--- src/rtl/fan_ctrl_pkg.sv ---
// fan_ctrl_pkg: shared types and constants for the fan PWM controller.
//   state_t  - controller FSM encoding (visible on fan_pwm_ctrl.state)
//   cfg_t    - one set of PWM configuration (pending or applied copy)
//   FAILSAFE_DUTY - duty forced while the watchdog has expired
package fan_ctrl_pkg;

    localparam int CNT_W_DEF  = 16;
    localparam int PRE_W_DEF  = 16;
    localparam int WDOG_W_DEF = 32;

    typedef enum logic [1:0] {
        OFF      = 2'd0,
        RAMP     = 2'd1,
        HOLD     = 2'd2,
        FAILSAFE = 2'd3
    } state_t;

    // All-ones is above any period, so the output stays high.
    localparam logic [CNT_W_DEF-1:0] FAILSAFE_DUTY = '1;

    typedef struct packed {
        logic [PRE_W_DEF-1:0] prescale;
        logic [CNT_W_DEF-1:0] period;
        logic [CNT_W_DEF-1:0] duty_target;
        logic [CNT_W_DEF-1:0] ramp_step;
    } cfg_t;

endpackage

--- src/rtl/fan_wdog.sv ---
// fan_wdog: software-kick watchdog for the fan controller.
//   i_clk, i_rst  - clock, synchronous active-high reset
//   i_run         - count only while the controller is actively driving
//   i_kick        - one-cycle pulse, restarts the count
//   i_timeout     - clocks without a kick before expiry; 0 disables
//   o_expire      - one-cycle pulse, failsafe should be entered next cycle
module fan_wdog #(
    parameter int WDOG_W = 32
) (
    input  logic              i_clk,
    input  logic              i_rst,
    input  logic              i_run,
    input  logic              i_kick,
    input  logic [WDOG_W-1:0] i_timeout,
    output logic              o_expire
);

    logic [WDOG_W-1:0] r_cnt;
    logic              w_armed;

    assign w_armed = i_run && (i_timeout != '0);

    // A kick in the expiry cycle wins. >= (not ==) so that lowering the
    // timeout below the running count still expires instead of wrapping.
    assign o_expire = w_armed && !i_kick && (r_cnt >= i_timeout - 1'b1);

    always_ff @(posedge i_clk) begin
        if (i_rst || !w_armed || i_kick || o_expire)
            r_cnt <= '0;
        else
            r_cnt <= r_cnt + 1'b1;
    end

endmodule

--- src/rtl/fan_pwm_ctrl.sv ---
// fan_pwm_ctrl: register-configured fan PWM with glitch-free duty ramping
// and watchdog failsafe.
//   axi_aclk, axi_reset - clock, synchronous active-high reset
//   enable              - level, 0 forces OFF
//   cfg_load            - pulse, capture prescale/period/duty_target/ramp_step
//   wdog_timeout        - watchdog limit in clocks (0 disables), not shadowed
//   wdog_kick           - pulse, restart watchdog / leave failsafe
//   fan_pwm             - registered PWM output
//   duty_now            - duty currently applied
//   state               - FSM state (fan_ctrl_pkg::state_t encoding)
//   wdog_expired        - high while in FAILSAFE
//   period_done         - pulse in the cycle of each period wrap
module fan_pwm_ctrl
    import fan_ctrl_pkg::*;
#(
    parameter int CNT_W  = CNT_W_DEF,
    parameter int PRE_W  = PRE_W_DEF,
    parameter int WDOG_W = WDOG_W_DEF
) (
    input  logic              axi_aclk,
    input  logic              axi_reset,
    input  logic              enable,
    input  logic              cfg_load,
    input  logic [PRE_W-1:0]  prescale,
    input  logic [CNT_W-1:0]  period,
    input  logic [CNT_W-1:0]  duty_target,
    input  logic [CNT_W-1:0]  ramp_step,
    input  logic [WDOG_W-1:0] wdog_timeout,
    input  logic              wdog_kick,
    output logic              fan_pwm,
    output logic [CNT_W-1:0]  duty_now,
    output logic [1:0]        state,
    output logic              wdog_expired,
    output logic              period_done
);

    state_t           r_state;
    cfg_t             r_pend;
    cfg_t             r_sh;
    logic [PRE_W-1:0] r_pre;
    logic [CNT_W-1:0] r_cnt;
    logic [CNT_W-1:0] r_duty;
    logic             r_pwm;

    cfg_t             w_cfg;
    logic             w_tick;
    logic             w_wrap;
    logic             w_run;
    logic             w_expire;
    logic [CNT_W-1:0] w_ramp_duty;
    logic [CNT_W:0]   w_clamp;

    // Move cur toward tgt by at most step; step 0 jumps straight there.
    // Distance is taken in CNT_W+1 bits so the compare cannot wrap.
    function automatic logic [CNT_W-1:0] ramp_toward(
        input logic [CNT_W-1:0] cur,
        input logic [CNT_W-1:0] tgt,
        input logic [CNT_W-1:0] step
    );
        logic [CNT_W:0] diff;
        if (cur == tgt || step == '0)
            return tgt;
        if (cur < tgt) begin
            diff = {1'b0, tgt} - {1'b0, cur};
            return ({1'b0, step} >= diff) ? tgt : cur + step;
        end
        diff = {1'b0, cur} - {1'b0, tgt};
        return ({1'b0, step} >= diff) ? tgt : cur - step;
    endfunction

    assign w_tick = (r_pre == r_sh.prescale);
    assign w_wrap = (r_state != OFF) && w_tick && (r_cnt == r_sh.period);
    assign w_run  = (r_state == RAMP) || (r_state == HOLD);

    // Config in effect after this edge: a wrap hands over the pending set,
    // and the ramp step taken at that wrap already uses the new target.
    assign w_cfg       = w_wrap ? r_pend : r_sh;
    assign w_ramp_duty = ramp_toward(r_duty, w_cfg.duty_target, w_cfg.ramp_step);

    // Failsafe recovery restarts from the highest duty that still matters.
    assign w_clamp = {1'b0, r_sh.period} + 1'b1;

    fan_wdog #(.WDOG_W(WDOG_W)) u_wdog (
        .i_clk     (axi_aclk),
        .i_rst     (axi_reset),
        .i_run     (w_run),
        .i_kick    (wdog_kick),
        .i_timeout (wdog_timeout),
        .o_expire  (w_expire)
    );

    always_ff @(posedge axi_aclk) begin
        if (axi_reset) begin
            r_state <= OFF;
            r_pend  <= '0;
            r_sh    <= '0;
            r_pre   <= '0;
            r_cnt   <= '0;
            r_duty  <= '0;
            r_pwm   <= 1'b0;
        end else begin
            if (cfg_load) begin
                r_pend.prescale    <= prescale;
                r_pend.period      <= period;
                r_pend.duty_target <= duty_target;
                r_pend.ramp_step   <= ramp_step;
            end
            r_sh <= (r_state == OFF) ? r_pend : w_cfg;

            if (r_state == OFF) begin
                r_pre <= '0;
                r_cnt <= '0;
            end else if (w_tick) begin
                r_pre <= '0;
                r_cnt <= (r_cnt == r_sh.period) ? '0 : r_cnt + 1'b1;
            end else begin
                r_pre <= r_pre + 1'b1;
            end

            r_pwm <= (r_state == FAILSAFE) || (r_cnt < r_duty);

            if (!enable) begin
                r_state <= OFF;
                r_duty  <= '0;
            end else begin
                case (r_state)
                    OFF: r_state <= RAMP;
                    RAMP, HOLD: begin
                        if (w_expire) begin
                            r_state <= FAILSAFE;
                            r_duty  <= CNT_W'(FAILSAFE_DUTY);
                        end else if (w_wrap) begin
                            r_duty  <= w_ramp_duty;
                            r_state <= (w_ramp_duty == w_cfg.duty_target) ? HOLD : RAMP;
                        end
                    end
                    FAILSAFE: begin
                        if (wdog_kick) begin
                            r_state <= RAMP;
                            r_duty  <= w_clamp[CNT_W] ? '1 : w_clamp[CNT_W-1:0];
                        end
                    end
                    default: r_state <= OFF;
                endcase
            end
        end
    end

    assign fan_pwm      = r_pwm;
    assign duty_now     = r_duty;
    assign state        = r_state;
    assign wdog_expired = (r_state == FAILSAFE);
    assign period_done  = w_wrap;

endmodule

--- config.mk ---
export PLATFORM = sky130hd
export DESIGN_NAME = fan_pwm_ctrl
export DESIGN_NICKNAME = d
export VERILOG_FILES = /design/src/rtl/fan_ctrl_pkg.sv /design/src/rtl/fan_wdog.sv /design/src/rtl/fan_pwm_ctrl.sv
export SDC_FILE = /design/constraint.sdc
export NUM_CORES = 1
export LEC_CHECK = 0
export BUFFER_PORTS_ARGS = -buffer_cell sky130_fd_sc_hd__buf_2
export CORE_ASPECT_RATIO = 1.4
export CORE_MARGIN = 2
export CORE_UTILIZATION = 65
export CTS_CLUSTER_DIAMETER = 50
export CTS_CLUSTER_SIZE = 12
export DETAILED_ROUTE_END_ITERATION = 8
export MAX_ROUTING_LAYER = met4
export PLACE_DENSITY = 0.86
export SETUP_SLACK_MARGIN = 0.4
export SYNTH_ARGS = -nofsm -noshare
export SYNTH_HDL_FRONTEND = slang
export SYNTH_SLANG_ARGS = --single-unit
--- constraint.sdc ---
create_clock -name axi_aclk -period 10.4 [get_ports axi_aclk]
set_input_delay 1.04 -clock axi_aclk [delete_from_list [all_inputs] [get_ports axi_aclk]]
set_output_delay 1.04 -clock axi_aclk [all_outputs]
set_load 0.02 [all_outputs]
==> summary.md <==
| Metric | Value |
|---|---|
| Crit-path max FO | `43` |
| Slew margin rel. | `25.8%` |
| DR vias/cell | `6.33` |
| CTS buffer count | `23` |
| Most frequent CP cell | `a21oi_1` |
| Initial core utilization | `66.1%` |
| Critical Path End Type | `flip-flop` |
| Asr flop ratio synth | `0%` |
| Register share of total power | `23.3%` |
| Max Clock Skew | `0.0343 ns` |
| Max frequency | `112 MHz` |
| Cell area after synthesis | `15300 sq um` |
| Worst-path clk slew | `0.06 ns` |
| Area grow syn2layout | `8.65%` |
| Routed length per placed instance | `21.1 um` |
| Max_cap viols | `0` |
| Switching Fraction | `47.1%` |
| Pleak | `7.36 nW` |
| Worst r2r src | `r_sh[34]$_SDFFE_PP0P_` |
| Synth Instances | `1914` |
| Placeable Area | `23200 sq um` |
| RSZ-0062 raised after global routing | `false` |
| Deepest level of the CTS H-tree | `1` |
| Clk pwr share | `18.3%` |
| Critical path type | `flip-flop to flip-flop` |
| Row cnt | `66` |
| Synthesized net count | `2162` |
| Sw Pwr | `1.89 mW` |
| Pre-CTS WS | `1.82 ns` |
| P_int | `2.12 mW` |
| Critical Path AT | `9.37 ns` |
| Class of the worst hold path | `flip-flop to flip-flop` |
| PortBufs | `121` |
| Pwr/cell area | `241 nW/um^2` |
| Post-synthesis cell type count | `94` |
| FF-to-FF End | `duty_now[0]$_SDFFE_PP0P_` |
| Nets | `2227` |
| Slowest stage cell, crit path | `a22o_1` |
| Most common cell after layout, fill and taps aside | `nand2_1` |
| Endpoints failing setup | `0` |
| Most frequent cells in the layout | `nand2_1, nor2_1, dfxtp_1` |
| Via Count | `14500` |
| Worst Setup Slack, final | `1.49 ns` |
| Final hold vios | `0` |
| Final Non-Filler Cells | `2291` |
| Worst skew pair latency | `0.54 ns` |
| Hold Path Depth | `2` |
| Post-layout minimum cycle time | `8.91 ns` |
| Congestion Overflow GR | `0` |
| Antenna Nets Post-Route | `0` |
| Die width | `134 um` |
| CP startpoint kind | `flip-flop` |
| Sequential-to-total area share from yosys stat | `27.6%` |
| Vias in the first global route | `14100` |
| Post-CTS sizing | `0` |
| Setup TNS | `0 ns` |
| Placer Congestion | `1.05` |
| Drt first pass iters | `5` |
| Crit path buf inv count | `1` |
| FF+latch count, synth | `211` |
| Final Cycle Share | `85.7%` |
| Share of cells above drive strength 1 | `9.88%` |
| Largest net degree at the start of global routing | `83` |
| Mapped Avg Cell Area | `8.01 sq um` |
| Outcome | `finished, final reports clean` |
| DRT Wirelength | `48.3 mm` |
| First-pass GRT wire length | `74.3 mm` |
| Hold Buf Count CTS | `0` |
| Slew Limit Fails | `0` |
| Comb pwr share | `58.3%` |
| Synth warn | `0` |
| Number of synthesized flops with an enable pin | `0` |
| Critical hold path startpoint | `r_sh[30]$_SDFF_PP0_` |
| Max Buffers Root-to-Sink | `3` |
| CTS root buf | `clkbuf_16` |
| Least-Margin Pin Slew | `1.11 ns` |
| Die area | `24800 sq um` |
| Die height | `186 um` |
| Max IR drop VDD | `0.000165 V` |
| DR DRC count | `0` |
| Initial antenna violation count | `1` |
| Post-Place Cells | `2260` |
| Setup Buffers After CTS | `0` |
| CP max stage delay | `0.73 ns` |
| Main flop type after synthesis | `dfxtp_1` |
| Critical Path RT | `10.86 ns` |
| CP top delay family | `compound AO/OA/AOI/OAI gates` |
| Ports | `122` |
| Total GRT Usage | `39.2%` |
| Post-DP HPWL | `37.4 mm` |
| Fillers | `1871` |
| CTS tree | `yes` |
| Worst reg2reg path depth | `30` |
| CTS Sinks | `211` |
| R2r setup slk | `1.49 ns` |
| Hold Path End | `r_sh[30]$_SDFF_PP0_` |
| DR iter-0 viols | `1079` |
synth_stat cells, types with 25 or more instances:
library cell / instances / area, sq um
nand2_1: 232 / 871
nor2_1: 226 / 848
dfxtp_1: 211 / 4220
a21oi_1: 145 / 726
ha_1: 144 / 1800
xnor2_1: 123 / 1080
inv_1: 92 / 345
mux2i_1: 92 / 921
xor2_1: 69 / 604
clkbuf_1: 62 / 233
o21ai_0: 59 / 295
a21o_1: 41 / 308
nand3_1: 40 / 200
nand4_1: 33 / 206
nor3_1: 25 / 125
power by group through the flow:
stage	Clock [mW]	Combinational [mW]	Sequential, mW
3_3_place_gp	0	2.24	0.947
2_1_floorplan	0	1.64	0.933
4_1_cts	0.740	2.26	0.933
3_5_place_dp	0	2.25	0.950
6_report	0.735	2.34	0.936
5_1_grt	0.769	2.49	0.940
logic make-up (layout without fill, tap and decap cells):
group / Yosys count / after routing / synth area share (%)
flops: 211 / 211 / 27.6
mux: 104 / 104 / 7.08
compound gates: 406 / 406 / 17.6
buf+inv: 183 / 253 / 4.83
xor+xnor: 192 / 192 / 11.0
fa+ha+maj: 147 / 147 / 12.1
other cells: 0 / 1 / 0
simple gates: 671 / 671 / 19.9
how the worst max path moves through the flow:
stage / slack [ns] / cells after the start / to / from
after detailed placement: 1.82 / 30 / duty_now[0]$_SDFFE_PP0P_ / r_sh[34]$_SDFFE_PP0P_
after global routing: 1.06 / 30 / duty_now[0]$_SDFFE_PP0P_ / r_cnt[2]$_SDFFE_PP0N_
final: 1.49 / 30 / duty_now[0]$_SDFFE_PP0P_ / r_sh[34]$_SDFFE_PP0P_
after global placement: 1.92 / 30 / duty_now[0]$_SDFFE_PP0P_ / r_sh[34]$_SDFFE_PP0P_
after CTS: 1.75 / 30 / duty_now[0]$_SDFFE_PP0P_ / r_sh[34]$_SDFFE_PP0P_
after floorplan: 3.93 / 33 / duty_now[0]$_SDFFE_PP0P_ / r_sh[40]$_SDFFE_PP0P_
stage by stage:
stage | power, mW | util [%] | cell area, sq um | hold slack, ns
2_1_floorplan | 2.57 | - | 15300 | 0.428
3_3_place_gp | 3.19 | 69.0 | 16000 | 0.435
3_5_place_dp | 3.20 | 69.0 | 16000 | 0.448
4_1_cts | 3.94 | 71.8 | 16700 | 0.455
5_1_grt | 4.20 | 71.8 | 16700 | 0.488
6_report | 4.01 | 71.8 | 16700 | 0.455
state kept, by name (all words and copies together), names as in the netlist:
signal        count
r_pre            16
fan_pwm           1
duty_now         16
r_pend           64
state             2
r_sh             64
r_cnt            16
u_wdog.r_cnt     32
tightest hold or removal path, cell delays in order, from the launching register on:
cell     delay [ns]
dfxtp_1        0.31
nand2_1        0.05
a21oi_1        0.05
layout make-up:
| type | count | area, sq um | area share (%) |
|---|---|---|---|
| clock inverter | 5 | 52.6 | 0.316 |
| tap | 306 | 383 | 2.30 |
| sequential | 211 | 4220 | 25.4 |
| inverter | 95 | 359 | 2.16 |
| multi-input combinational | 1520 | 10400 | 62.3 |
| timing repair buffer | 128 | 663 | 3.98 |
| clock buffer | 25 | 593 | 3.56 |
| antenna | 1 | 2.50 | 0.0150 |
per-layer routing:
| layer | global-route usage [%] | part of all wire, % | up-vias |
|---|---|---|---|
| met5 | - | 0 | - |
| met1 | 42.1 | 37 | 6838 |
| met2 | 68.4 | 49 | 640 |
| met4 | 26.0 | 8.0 | 0 |
| met3 | 4.41 | 6.1 | 207 |
| li1 | - | - | 6810 |
(Power assumes the default switching activity.)
